**src/rtl/sat_chan_sched.sv**
```systemverilog
// Epoch-aligned configuration scheduler for a bank of satellite channel datapaths.
// Host writes go to shadow registers; a commit copies every shadow to the outputs on one epoch edge.
module sat_chan_sched #(
  parameter int unsigned NUM_CHAN  = 8,
  parameter int unsigned EPOCH_LEN = 16368,
  parameter int unsigned CHAN_W    = (NUM_CHAN > 1) ? $clog2(NUM_CHAN) : 1
) (
  input  logic                     clk,
  input  logic                     reset,
  input  logic                     dv_in,
  input  logic                     cfg_valid,
  output logic                     cfg_ready,
  input  logic [CHAN_W-1:0]        cfg_chan,
  input  logic [1:0]               cfg_field,
  input  logic [31:0]              cfg_data,
  output logic                     cfg_err,
  input  logic                     commit_req,
  output logic                     commit_pend,
  output logic                     epoch_out,
  output logic [31:0]              epoch_cnt,
  output logic [NUM_CHAN*32-1:0]   dop_freq,
  output logic [NUM_CHAN*32-1:0]   code_freq,
  output logic [NUM_CHAN*16-1:0]   gain,
  output logic [NUM_CHAN*6-1:0]    ca_sel,
  output logic [NUM_CHAN-1:0]      chan_en
);

  localparam int unsigned CNT_W = $clog2(EPOCH_LEN);
  localparam logic [CNT_W-1:0] CNT_LAST = CNT_W'(EPOCH_LEN - 1);

  localparam logic [0:0] ST_IDLE  = 1'b0;
  localparam logic [0:0] ST_ARMED = 1'b1;

  typedef struct packed {
    logic [31:0] dop;
    logic [31:0] code;
    logic [15:0] gain;
    logic [5:0]  ca;
    logic        en;
  } chan_cfg_t;

  chan_cfg_t [NUM_CHAN-1:0] shadow_q;
  chan_cfg_t [NUM_CHAN-1:0] active_q;

  logic [CNT_W-1:0] cnt_q, cnt_d;
  logic [0:0]       state_q, state_d;
  logic             epoch_q;
  logic [31:0]      epoch_cnt_q;
  logic             err_q;

  logic epoch_hit_c;
  logic wr_c;
  logic chan_ok_c;
  logic commit_c;

  assign epoch_hit_c = dv_in && (cnt_q == CNT_LAST);
  assign wr_c        = cfg_valid && (state_q == ST_IDLE);
  assign chan_ok_c   = 32'(cfg_chan) < NUM_CHAN;

  // Sample counter: free-running on strobes, wraps at the epoch boundary.
  always_comb begin
    cnt_d = cnt_q;
    if (dv_in) begin
      cnt_d = epoch_hit_c ? '0 : cnt_q + CNT_W'(1);
    end
  end

  // Commit FSM next-state.
  always_comb begin
    state_d  = state_q;
    commit_c = 1'b0;
    case (state_q)
      ST_IDLE: begin
        if (commit_req) state_d = ST_ARMED;
      end
      ST_ARMED: begin
        if (epoch_hit_c) begin
          state_d  = ST_IDLE;
          commit_c = 1'b1;
        end
      end
      default: state_d = ST_IDLE;
    endcase
  end

  always_ff @(posedge clk or negedge reset) begin
    if (!reset) begin
      state_q <= ST_IDLE;
    end else begin
      state_q <= state_d;
    end
  end

  always_ff @(posedge clk or negedge reset) begin
    if (!reset) begin
      cnt_q       <= '0;
      epoch_q     <= 1'b0;
      epoch_cnt_q <= '0;
      err_q       <= 1'b0;
    end else begin
      cnt_q   <= cnt_d;
      epoch_q <= epoch_hit_c;
      if (epoch_hit_c) epoch_cnt_q <= epoch_cnt_q + 32'd1;
      err_q   <= wr_c && !chan_ok_c;
    end
  end

  // Shadow bank: out-of-range channels complete the handshake but write nothing.
  always_ff @(posedge clk or negedge reset) begin
    if (!reset) begin
      shadow_q <= '0;
    end else if (wr_c && chan_ok_c) begin
      case (cfg_field)
        2'd0: shadow_q[cfg_chan].dop  <= cfg_data;
        2'd1: shadow_q[cfg_chan].code <= cfg_data;
        2'd2: shadow_q[cfg_chan].gain <= cfg_data[15:0];
        default: begin
          shadow_q[cfg_chan].ca <= cfg_data[5:0];
          shadow_q[cfg_chan].en <= cfg_data[8];
        end
      endcase
    end
  end

  always_ff @(posedge clk or negedge reset) begin
    if (!reset) begin
      active_q <= '0;
    end else if (commit_c) begin
      active_q <= shadow_q;
    end
  end

  assign cfg_ready   = (state_q == ST_IDLE);
  assign commit_pend = (state_q == ST_ARMED);
  assign cfg_err     = err_q;
  assign epoch_out   = epoch_q;
  assign epoch_cnt   = epoch_cnt_q;

  // Flatten the active bank onto the per-channel output buses.
  always_comb begin
    dop_freq  = '0;
    code_freq = '0;
    gain      = '0;
    ca_sel    = '0;
    chan_en   = '0;
    for (int k = 0; k < int'(NUM_CHAN); k++) begin
      dop_freq[32*k +: 32]  = active_q[k].dop;
      code_freq[32*k +: 32] = active_q[k].code;
      gain[16*k +: 16]      = active_q[k].gain;
      ca_sel[6*k +: 6]      = active_q[k].ca;
      chan_en[k]            = active_q[k].en;
    end
  end

endmodule

```
**config.mk**
```make
export PLATFORM = sky130hd
export DESIGN_NAME = sat_chan_sched
export DESIGN_NICKNAME = d
export VERILOG_FILES = /design/src/rtl/sat_chan_sched.sv
export SDC_FILE = /design/constraint.sdc
export NUM_CORES = 2
export LEC_CHECK = 0
export ABC_AREA = 1
export BUFFER_PORTS_ARGS = -buffer_cell sky130_fd_sc_hd__buf_2
export CAP_MARGIN = 15
export CORE_MARGIN = 2
export CORE_UTILIZATION = 50
export DETAILED_ROUTE_END_ITERATION = 6
export PLACE_DENSITY = 0.82
export RECOVER_POWER = 100
export SYNTH_ARGS = -nofsm -noshare
export SYNTH_HDL_FRONTEND = slang
export SYNTH_SLANG_ARGS = --single-unit
```
**constraint.sdc**
```tcl
create_clock -name clk -period 3.2 [get_ports clk]
set_input_delay 0 -clock clk [delete_from_list [all_inputs] [get_ports clk]]
set_output_delay 0 -clock clk [all_outputs]
set_load 0.005 [all_outputs]
```
==> impl_metrics.ini <==
[detailed_routing]
vias = 44687
drc = 0
vias_per_cell = 5.60
antenna_left = 0
post_drt_wl_per_cell_um = 22.6
drtIter0Drc = 4962
dr.pass1.iters = 6
wl_um = 181000

[worst_setup_path]
cp.required_ns = 3.90
critical_path.max_fanout = 151
cp_slowest_cell = buf_4
cpPeakStageDelay_ns = 0.99
cp-start-kind = register
end_kind = register
crit_chain = buf_6, buf_4, nand3_1, nand2_1
crit_type = reg2reg
cp.arrival_ns = 3.66

[synthesis]
synth-compound-area-share = 0.106
avgSynthCellArea_um2 = 9.51
syn_area_mm2 = 0.0547
ys_ff_latch = 1440
synth_xor_area_frac = 0.00288
synth.area.mux_share = 0
synth_top_area_cell = dfrtp_1
synth_top_family_by_area = simple AND/OR/NAND/NOR gates
synth_top_area_share = 0.659
synth_adder_area_share = 0.000457
synth_area_leaders = dfrtp_1, nand2_1, o21ai_0
yosys.area_share.simple = 0.169
yosys_warnings = 0
syn_nets = 5797
yosysSeqAreaShare = 0.659
synthCells = 5753
synth.distinct_cells = 32

[floorplanning]
core_area_mm2 = 0.109
core.rowCount = 121
dieArea_mm2 = 0.112
start_util = 0.503
pin_count = 774
chipWidth_um = 335
die_h_um = 335

[power]
combPwrFrac = 0.036
switching_share = 0.232
p_int_mw = 28.9
power_leakage_nw = 33.1
seqPwrFrac = 0.492
powerDensity_mw_per_mm2 = 584
clkPwrFrac = 0.471
peakVddDrop_v = 0.000465
p_total_mw = 37.6
switching_power_mw = 8.72

[run]
maxCapViolCount = 4

[grt]
grt_max_degree = 169
first_global_vias = 43245
track_usage = 0.320
antenna_found_initial = 10
grt_pass1_wl_um = 269000
overflow = 0

[placement]
place.gp.congestion = 0.880
port_buffers = 772
place_hpwl_um = 116000
dpl_cell_area_mm2 = 0.0599
dp.cells = 7662
post-place-ws_ns = 0.826

[clock_tree]
clk_latency_ns = 0.76
cts_setup_buffers = 0
h-tree-depth = 4
cts_tree = built
clock_sinks = 1440
clk_pin_slew_ns = 0.06
cts-root-buf = clkbuf_16
cts_buffers = 144
max-clock-path-buffers = 3

[final_layout]
final_common_cell = nand2_1
layout_common_cells = nand2_1, dfrtp_1, o21ai_0
area_delta_synth_final_pct = 17.6
num-fill-cells = 8953
fin_area_mm2 = 0.0643
instances_no_fill = 7981
drive_gt1_frac = 0.0982
layout.nets = 6484

[timing]
worst_pin_slew_ns = 1.91
finalHoldViolations = 0
period_needed_ns = 2.95
fin_ws_ns = 0.247
fin_skew_ns = 0.0267
finalSetupViolCount = 0
fmax_mhz = 339
slew_viol_final = 258
timing.slew.headroom = -0.276
rsz0062_at_grt = no
fin_crit_sh = 0.923
setup_tns_ns = 0

[min_path]
hold_class = in2reg

[outcome]
status = complete, but fails checks
violations = capacitance limit, slew limit
## worst paths after layout
| check | startpoint | end | slack [ns] | depth (start not counted) |
|---|---|---|---|---|
| worst max-delay path | commit_pend | gain[61] | 0.25 | 4 |
| worst min-delay path | cfg_valid | register | 0.12 | 5 |
| worst max register to register | commit_pend | gain[61] | 0.25 | 4 |
| worst min register to register | gain[50] | gain[50] | 0.47 | 2 |
| max in group asynchronous | reset | dop_freq[15] | 0.56 | 3 |
| min in group asynchronous | reset | async pin | 0.81 | 3 |
## metrics by stage
step           hold WS (ns)  utilization
6_report              0.116        0.592
4_1_cts              0.0597        0.601
3_5_place_dp         0.0890        0.551
3_3_place_gp         0.0844        0.551
5_1_grt               0.165        0.592
2_1_floorplan        -0.296            -
## power groups by stage
stage | Clock, mW | Combinational [mW] | Sequential [mW]
after floorplan | 0 | 0.451 | 18.8
after global placement | 0 | 1.34 | 18.8
after detailed placement | 0 | 1.37 | 18.8
after CTS | 17.9 | 1.43 | 18.5
after global routing | 18.6 | 1.51 | 18.5
final | 17.7 | 1.37 | 18.5
## cells in the mapped netlist
cell type,instances
nor2_4,3
nor2_2,10
ha_1,2
a22oi_1,1
o31ai_1,1
conb_1,1
o211ai_1,18
o22ai_1,38
clkbuf_2,1
xor2_1,7
nand3b_1,2
buf_6,11
nand2_2,2
o21ai_1,155
inv_1,459
o21a_1,1
a21oi_1,13
buf_4,3
nand3_1,370
and2_1,2
nor3_2,3
nand3_2,1
nand2_1,1791
nand4_1,15
xnor2_1,11
clkbuf_1,237
nor3_1,7
dfrtp_1,1440
nor2_1,91
buf_2,122
inv_2,20
o21ai_0,915
## kinds of logic after synthesis
group                      count (synthesis)
and+or+nand+nor                         2297
DFF                                     1440
AOI/OAI and AO/OA                       1142
buffers and inverters                    853
xor gates and xnor gates                  18
adders and majority gates                  2
other                                      1
## what timing repair did
action	4_1_cts	5_1_grt
gates resized for setup	0	0
hold buffers	45	0
endpoints found under the hold margin	1749	0
## layout make-up
class                   instances  area, um^2  share of cell area
diodes                          7        17.5            0.000272
clock buffers                 203        4160              0.0646
clock inverters                63         842              0.0131
inverters                     479        1800              0.0279
multi-input cells            3460       15300               0.237
flip-flops and latches       1440       36000               0.560
well taps                    1414        1770              0.0275
repair buffers                915        4450              0.0692
## metal layers
| layer | part of all wire | global-route usage | vias to the layer above |
|---|---|---|---|
| met2 | 0.44 | 0.476 | 2419 |
| li1 | - | - | 19713 |
| met1 | 0.39 | 0.423 | 21977 |
| met4 | 0.065 | 0.189 | 2 |
| met3 | 0.10 | 0.0899 | 576 |
| met5 | 0.000066 | 0 | - |
## worst max-delay path: cells and delay by family, from the launching register on
kind | cells | cell delay, ns
buf+inv | 2 | 1.65
flops | 1 | 0.42
simple gates | 2 | 0.32
Power figures use the tool's default switching activity.
